`src/rtl/edge_event_if.sv`:
```
// Valid/ready event channel carrying the arbitrated channel index
// and its one-hot form from the event arbiter to a single consumer.
interface edge_event_if #(
  parameter int N_CH = 4,
  parameter int CH_W = $clog2(N_CH)
);
  logic            evt_valid;
  logic            evt_ready;
  logic [CH_W-1:0] evt_ch;
  logic [N_CH-1:0] evt_onehot;

  modport master (
    output evt_valid,
    output evt_ch,
    output evt_onehot,
    input  evt_ready
  );

  modport slave (
    input  evt_valid,
    input  evt_ch,
    input  evt_onehot,
    output evt_ready
  );
endinterface

```
`src/rtl/edge_event_arbiter.sv`:
```
// Per-channel sync + rising-edge detect + holdoff, pending latch,
// and round-robin serialisation onto a valid/ready event channel.
module edge_event_arbiter #(
  parameter int N_CH           = 4,
  parameter int SYNC_STAGES    = 2,
  parameter int HOLDOFF_CYCLES = 1000,
  parameter int CH_W           = $clog2(N_CH),
  parameter int CNT_W          = $clog2(HOLDOFF_CYCLES + 1)
) (
  input  logic              clk,
  input  logic              rst_n,
  input  logic [N_CH-1:0]   logic_in,
  input  logic              enable,
  edge_event_if.master      evt,
  output logic [N_CH-1:0]   overflow,
  input  logic              clear_overflow
);

  // Zero holdoff still needs a 1-bit counter that simply stays at 0.
  localparam int CW = (CNT_W < 1) ? 1 : CNT_W;
  localparam logic [CW-1:0] HOLD = CW'(HOLDOFF_CYCLES);
  localparam logic [CH_W:0] NCH  = (CH_W+1)'(N_CH);

  typedef enum logic {IDLE, OFFER} state_e;

  logic [N_CH-1:0] sync_q [SYNC_STAGES];
  logic [N_CH-1:0] prev_q;
  logic [N_CH-1:0] edge_q;
  logic [N_CH-1:0] pend_q, pend_d;
  logic [N_CH-1:0] ovf_q, ovf_d;
  logic [N_CH-1:0] acc;
  logic [N_CH-1:0] hs_mask;
  logic [N_CH-1:0] sel_oh;
  logic [N_CH-1:0] oh_q, oh_d;
  logic [CW-1:0]   cnt_q [N_CH];
  logic [CW-1:0]   cnt_d [N_CH];
  logic [CH_W-1:0] ptr_q, ptr_d;
  logic [CH_W-1:0] ch_q, ch_d;
  logic [CH_W-1:0] sel_ch;
  logic [CH_W:0]   idx;
  logic            found;
  logic            hs;
  logic            any_pend;
  state_e          st_q, st_d;

  always_ff @(posedge clk or negedge rst_n) begin
    if (!rst_n) begin
      for (int s = 0; s < SYNC_STAGES; s++) begin
        sync_q[s] <= '0;
      end
      prev_q <= '0;
      edge_q <= '0;
    end else begin
      sync_q[0] <= logic_in;
      for (int s = 1; s < SYNC_STAGES; s++) begin
        sync_q[s] <= sync_q[s-1];
      end
      prev_q <= sync_q[SYNC_STAGES-1];
      edge_q <= sync_q[SYNC_STAGES-1] & ~prev_q;
    end
  end

  always_comb begin
    acc = '0;
    for (int i = 0; i < N_CH; i++) begin
      acc[i] = edge_q[i] & enable & (cnt_q[i] == '0);
      if (acc[i]) begin
        cnt_d[i] = HOLD;
      end else if (cnt_q[i] != '0) begin
        cnt_d[i] = cnt_q[i] - CW'(1);
      end else begin
        cnt_d[i] = '0;
      end
    end
  end

  assign hs       = (st_q == OFFER) & evt.evt_ready;
  assign hs_mask  = hs ? oh_q : '0;
  assign any_pend = |pend_q;

  // A new edge landing on the channel being handshaken re-arms it
  // rather than counting as an overflow.
  assign pend_d = (pend_q & ~hs_mask) | acc;
  assign ovf_d  = (clear_overflow ? '0 : ovf_q)
                | (acc & pend_q & ~hs_mask);

  always_comb begin
    sel_ch = '0;
    sel_oh = '0;
    found  = 1'b0;
    idx    = '0;
    for (int k = 0; k < N_CH; k++) begin
      idx = {1'b0, ptr_q} + (CH_W+1)'(k);
      if (idx >= NCH) begin
        idx = idx - NCH;
      end
      if (!found && pend_q[idx[CH_W-1:0]]) begin
        found                 = 1'b1;
        sel_ch                = idx[CH_W-1:0];
        sel_oh[idx[CH_W-1:0]] = 1'b1;
      end
    end
  end

  always_ff @(posedge clk or negedge rst_n) begin
    if (!rst_n) begin
      st_q <= IDLE;
    end else begin
      st_q <= st_d;
    end
  end

  always_comb begin
    st_d = st_q;
    unique case (st_q)
      IDLE:  if (any_pend) st_d = OFFER;
      OFFER: if (hs)       st_d = IDLE;
    endcase
  end

  always_comb begin
    ch_d  = ch_q;
    oh_d  = oh_q;
    ptr_d = ptr_q;
    unique case (1'b1)
      (st_q == IDLE): begin
        if (any_pend) begin
          ch_d = sel_ch;
          oh_d = sel_oh;
        end
      end
      (st_q == OFFER): begin
        if (hs) begin
          oh_d  = '0;
          ptr_d = (ch_q == CH_W'(N_CH-1)) ? '0
                : ch_q + CH_W'(1);
        end
      end
    endcase
  end

  always_ff @(posedge clk or negedge rst_n) begin
    if (!rst_n) begin
      pend_q <= '0;
      ovf_q  <= '0;
      oh_q   <= '0;
      ch_q   <= '0;
      ptr_q  <= '0;
      for (int i = 0; i < N_CH; i++) begin
        cnt_q[i] <= '0;
      end
    end else begin
      pend_q <= pend_d;
      ovf_q  <= ovf_d;
      oh_q   <= oh_d;
      ch_q   <= ch_d;
      ptr_q  <= ptr_d;
      for (int i = 0; i < N_CH; i++) begin
        cnt_q[i] <= cnt_d[i];
      end
    end
  end

  assign evt.evt_valid  = (st_q == OFFER);
  assign evt.evt_ch     = ch_q;
  assign evt.evt_onehot = oh_q;
  assign overflow       = ovf_q;

endmodule

```
`src/flat_wrapper.sv`:
```
// flat-port wrapper written by rule: the top's interface ports become plain ports
module edge_event_arbiter_flat 
#(
  parameter int N_CH           = 4,
  parameter int SYNC_STAGES    = 2,
  parameter int HOLDOFF_CYCLES = 1000,
  parameter int CH_W           = $clog2(N_CH),
  parameter int CNT_W          = $clog2(HOLDOFF_CYCLES + 1)
)
  (clk, rst_n, logic_in, enable, overflow, clear_overflow, evt_evt_valid, evt_evt_ch, evt_evt_onehot, evt_evt_ready);
  edge_event_if #(.N_CH(N_CH), .CH_W(CH_W)) evt_i ();
  input  logic clk;
  input  logic rst_n;
  input  logic [N_CH-1:0] logic_in;
  input  logic enable;
  output logic [N_CH-1:0] overflow;
  input  logic clear_overflow;
  output wire logic [$bits(evt_i.evt_valid)-1:0] evt_evt_valid;
  output wire logic [$bits(evt_i.evt_ch)-1:0] evt_evt_ch;
  output wire logic [$bits(evt_i.evt_onehot)-1:0] evt_evt_onehot;
  input wire logic [$bits(evt_i.evt_ready)-1:0] evt_evt_ready;
  assign evt_evt_valid = evt_i.evt_valid;
  assign evt_evt_ch = evt_i.evt_ch;
  assign evt_evt_onehot = evt_i.evt_onehot;
  assign evt_i.evt_ready = evt_evt_ready;
  edge_event_arbiter #(.N_CH(N_CH), .SYNC_STAGES(SYNC_STAGES), .HOLDOFF_CYCLES(HOLDOFF_CYCLES), .CH_W(CH_W), .CNT_W(CNT_W)) u_core (.clk(clk), .rst_n(rst_n), .logic_in(logic_in), .enable(enable), .evt(evt_i), .overflow(overflow), .clear_overflow(clear_overflow));
endmodule
```
`config.mk`:
```
export PLATFORM = sky130hd
export DESIGN_NAME = edge_event_arbiter_flat
export DESIGN_NICKNAME = d
export VERILOG_FILES = /design/src/rtl/edge_event_if.sv /design/src/rtl/edge_event_arbiter.sv /design/src/flat_wrapper.sv
export SDC_FILE = /design/constraint.sdc
export NUM_CORES = 1
export LEC_CHECK = 0
export BUFFER_PORTS_ARGS = -buffer_cell sky130_fd_sc_hd__buf_2
export CAP_MARGIN = 0
export CELL_PAD_IN_SITES_DETAIL_PLACEMENT = 1
export CELL_PAD_IN_SITES_GLOBAL_PLACEMENT = 1
export CORE_MARGIN = 8
export CORE_UTILIZATION = 52
export DETAILED_ROUTE_END_ITERATION = 8
export PLACE_DENSITY_LB_ADDON = 0.15
export SYNTH_ARGS = -nofsm -noshare
export SYNTH_HDL_FRONTEND = slang
export SYNTH_SLANG_ARGS = --single-unit
```
`constraint.sdc`:
```
create_clock -name clk -period 3.7 [get_ports clk]
set_input_delay 0.185 -clock clk [delete_from_list [all_inputs] [get_ports clk]]
set_output_delay 0.185 -clock clk [all_outputs]
set_load 0.01 [all_outputs]
```
---- Word-level counts from Yosys, hierarchy flattened ----
Cells that the tools add are included.
storage, ports and cells
  bits in registers ....................... 73
  bits of input ports ..................... 9
  output and inout bits ................... 11
  word-level logic and storage cells ...... 132
cells by class
  $add $sub $neg .......................... 12
  order comparisons ....................... 12
  equality and inequality tests ........... 3
  multiplexer cells ....................... 48
  bitwise logic cells ..................... 21
  reduce and logical (&&, ||, !) cells .... 22
operator list
  kind                                                                    count
  10-bit two-way mux                                                      8
  10-bit zero test                                                        4
  10-bit nonzero test                                                     4
  10-bit by 1-bit subtractor with 10-bit output (second input constant)   4
  4-bit two-way mux                                                       8
  4-bit bitwise OR                                                        5
  2-bit two-way mux                                                       9
  4-bit bitwise AND                                                       4
  1-bit two-way mux                                                       13
  2-bit by 3-bit < comparator with 1-bit output (second input constant)   4
  1-bit bitwise AND                                                       9
  3-bit >= comparator (second input constant)                             3
  1-bit binary-select mux with 2-bit select                               4
  1-bit demux with 2-bit select                                           4
  2-bit by 1-bit >= comparator with 1-bit output (second input constant)  4
  4-bit NOT                                                               2
  4-bit case mux with 2 select lines                                      1
  2-bit by 1-bit subtractor with 2-bit output (second input constant)     4
  1-bit logical AND                                                       7
  2-bit by 2-bit adder with 3-bit output (second input constant)          2
  2-bit AND reduction                                                     3
  2-bit by 1-bit != test with 1-bit output (second input constant)        2
  4-bit OR reduction                                                      1
  2-bit by 1-bit adder with 3-bit output (second input constant)          1
  other kinds (6)                                                         8

---- Longest topological paths before layout ----
  depth after elaboration ................. 16
  depth in mapped cells ................... 8
  gate-level depth less buffers ........... 7

---- Worst setup path before layout ----
No wires, ideal clock.
  path kind ............................... reg-to-reg
  from .................................... register u_core.ptr_q[0]
  to ...................................... register u_core.oh_q[0], in the netlist u_core.evt.evt_onehot[0]
  library setup time ...................... 0.132 ns
  arrival ................................. 2.292 ns
  data required time ...................... 3.568 ns
  slack ................................... 1.276 ns
  stages on the path, launching flop included .. 8
  path buffers ............................ 1
  clock period less this slack ............ 2.424 ns
  cells stage by stage .................... dfrtp_1 > clkbuf_1 > inv_1 > ha_1 > mux4_2 > and4b_1 > a22oi_1 > o31ai_1
between the ends
  word-level cells in the longest chain between the ends .. 16
  elaborated cells between the ends (all ways) .. 61
  classes of those cells .................. add/sub (7); order compare (12); mux (29); bitwise (3); reduce/logical (10)
RTL lines
  element                                                                                          RTL line                   RTL
  start: declaration                                                                               edge_event_arbiter.sv:37   logic [CH_W-1:0] ptr_q, ptr_d;
  start signal: assignment                                                                         edge_event_arbiter.sv:157  ptr_q <= ptr_d;
  parallel branches: the longest is 13 deep, another holds 2-bit by 1-bit adder with 3-bit output  n/a
  4-bit two-way mux *                                                                              edge_event_arbiter.sv:97   if (!found && pend_q[idx[CH_W-1:0]]) begin
  4-bit two-way mux *                                                                              edge_event_arbiter.sv:127  if (any_pend) begin
  4-bit case mux with 2 select lines *                                                             edge_event_arbiter.sv:125  unique case (1'b1)
  end signal: assignment                                                                           edge_event_arbiter.sv:155  oh_q <= oh_d;
  end: declaration                                                                                 edge_event_arbiter.sv:34   logic [N_CH-1:0] oh_q, oh_d;
Every way passes the cells marked *. The select of a mux whose other input is x is not followed.
A chain may end at the register's enable or synchronous reset.

---- Final worst setup path ----
Same ends and word-level chain as after synthesis.

==> impl_metrics.json <==
{
  "yosys_register_bits": 73,
  "dp_hpwl_um": 4820,
  "total_power_mw": 1.61,
  "yosys_warnings": 0,
  "antenna_found_initial": 0,
  "tightest_slew_ns": 1.03,
  "grt_max_degree": 74,
  "clk_pin_slew_ns": 0.08,
  "htreeDepth": 3,
  "grt_setup_unrepaired": "no",
  "drv_slew": 0,
  "power_leakage_nw": 1.66,
  "drc": 0,
  "postRouteAntennaNets": 0,
  "tns_ns": 0,
  "skew_ns": 0.00830,
  "synth-seq-area-share": 0.537,
  "slowest_delay_ns": 0.68,
  "rr_worst_depth": 6,
  "antenna_cells": 0,
  "cp-end-kind": "register",
  "die_w_um": 96.9,
  "ios": 20,
  "routabilityCongestion": 0.883,
  "coreArea_um2": 6350,
  "overflow": 0,
  "syn-num-nets": 340,
  "period_needed_ns": 2.63,
  "first_global_vias": 2544,
  "min_period_over_period": 0.710,
  "ys.flop_type": "dfrtp_1",
  "drt_pre_antenna_iters": 4,
  "synth_cells": 318,
  "cts-root-buf": "clkbuf_8",
  "clock_latency_ns": 0.34,
  "crit_arrival_ns": 2.84,
  "cts_made_buffers": 9,
  "crit_path_start_kind": "register",
  "slowest_stage": "dfrtp_1",
  "path_class": "register to register",
  "maxSlewHeadroom": 0.293,
  "rows": 29,
  "vias": 2406,
  "cp_top_family": "flip-flops",
  "drive_gt1_frac": 0.134,
  "wl_um": 7040,
  "power_density_nw_per_um2": 419,
  "final_area_um2": 3850,
  "die_h_um": 96.9,
  "cap_violations": 0,
  "cts.sink_count": 73,
  "required_ns": 3.91,
  "finish.utilization": 0.606,
  "grt_use_total": 0.159,
  "peakVddDrop_uv": 299,
  "setup_viol": 0,
  "dieArea_um2": 9390,
  "io_buffers": 19,
  "final_nets": 368,
  "worstPathMaxFanout": 15,
  "wire_per_inst_um": 16.5,
  "start_util": 0.536,
  "worstSetupPathDepth": 6,
  "async_reset_ff_frac": 1.00,
  "ctsLongestPathBuffers": 2,
  "status": "finished clean",
  "crit_buf_inv": 1,
  "synth_edf_count": 0,
  "max_freq_mhz": 381,
  "path_cells": "inv_1 > ha_1 > mux4_2 > and4b_1 > a22oi_1 > o31ai_1",
  "placed_area_um2": 3570,
  "syn-cell-area_um2": 3400,
  "cts_tree": "yes",
  "worstHoldPathType": "primary input to register",
  "hold_path_depth": 2,
  "ys_types": 43,
  "grt_first_pass_wirelength_um": 12500,
  "viasPerCell": 5.63,
  "syn2layout_area_growth_pct": 13.1,
  "finalHoldViolations": 0,
  "postSynthAreaPerCell_um2": 10.7,
  "drt_iter0_drc": 69
}
flip-flops by register name, summed over array words and instances, names as in the netlist:
| signal | count |
|---|---|
| u_core.sync_q | 8 |
| u_core.evt.evt_ch | 2 |
| u_core.pend_q | 4 |
| u_core.overflow | 4 |
| u_core.evt.evt_onehot | 4 |
| u_core.evt.evt_valid | 1 |
| u_core.prev_q | 4 |
| u_core.edge_q | 4 |
| u_core.ptr_q | 2 |
| u_core.cnt_q | 40 |
worst paths after layout:
path                                        startpoint  slack [ns]                                    to
max                        u_core.ptr_q[0]$_DFFE_PN0P_        1.07  u_core.evt.evt_onehot[0]$_DFFE_PN0P_
min                                     clear_overflow        0.12          u_core.overflow[1]$_DFF_PN0_
max reg2reg                u_core.ptr_q[0]$_DFFE_PN0P_        1.07  u_core.evt.evt_onehot[0]$_DFFE_PN0P_
min reg2reg                 u_core.sync_q[4]$_DFF_PN0_        0.36            u_core.sync_q[0]$_DFF_PN0_
max in group asynchronous                        rst_n        2.62             u_core.cnt_q[6]$_DFF_PN0_
min in group asynchronous                        rst_n        0.52            u_core.cnt_q[24]$_DFF_PN0_
Yosys cell counts (2+ instances only):
library cell   n  area, µm²
xnor2_1       17        149
mux4_2         3       67.6
nand2_1       28        105
xor2_1         4       35.0
and2_1         2       12.5
a221oi_1       4       35.0
nor3_1        11       55.1
mux2i_1        7       70.1
nand2b_1       4       25.0
clkbuf_1       6       22.5
a31oi_1        2       12.5
dfrtp_1       73       1830
o31ai_1        8       60.1
or4_1          9       67.6
nand3_1        9       45.0
nor2_1        37        139
a21oi_1       13       65.1
ha_1          13        163
nor2b_1        4       25.0
a22oi_1        5       37.5
o21ai_0       13       65.1
nor4_1         3       18.8
mux2_2         4       45.0
inv_1         16       60.1
o22ai_1        5       31.3
where the power goes:
| part | switching (mW) | internal, mW | leakage, nW |
|---|---|---|---|
| clock | 0.282 | 0.432 | 0.116 |
| combinational | 0.0430 | 0.0299 | 0.712 |
| sequential | 0.0144 | 0.810 | 0.828 |
metal layers:
layer | vias up | GRT usage | part of all wire
met2 | 32 | 0.241 | 0.47
met1 | 1179 | 0.210 | 0.49
met4 | 0 | 0.0769 | 0.012
met3 | 10 | 0.0356 | 0.034
met5 | - | 0 | 0
li1 | 1185 | - | -
layout make-up:
class	count	area (µm²)
Clock buffer	13	169
Clock inverter	2	60.1
Fill cell	687	2500
Inverter	16	60.1
Multi-Input combinational cell	222	1490
Sequential cell	73	1830
Tap cell	77	96.3
Timing Repair Buffer	24	148
repair_timing:
action | 4_1_cts | 5_1_grt
hold buffers | 5 | 0
endpoints found under the hold margin | 17 | 0
gates resized for setup | 0 | 0
buffers inserted | 0 | 0
through the flow:
stage               hold WS (ns)  instances  worst slack (ns)
floorplan                 -0.111        318              1.28
global placement           0.293        407              1.23
detailed placement         0.295        407              1.14
CTS                        0.106        427              1.07
global route               0.110        427             0.878
finish                     0.116        427              1.07
logic make-up (layout without fill, tap and decap cells):
kind of cell,count (synthesis),count (layout),synth area share
simple gates,117,117,0.174
flops,73,73,0.537
compound gates,57,57,0.108
buf+inv,23,55,0.0257
xor+xnor,21,21,0.0540
mux,14,14,0.0537
fa+ha+maj,13,13,0.0478
placed cells by master, fill, tap and decap left out, types with 11 or more instances in the layout:
cell type	n
dfrtp_1	73
nor2_1	37
nand2_1	28
buf_2	18
xnor2_1	17
inv_1	16
a21oi_1	13
o21ai_0	13
ha_1	13
clkbuf_8	12
nor3_1	11
No activity file was read; power rests on OpenSTA's default activity.
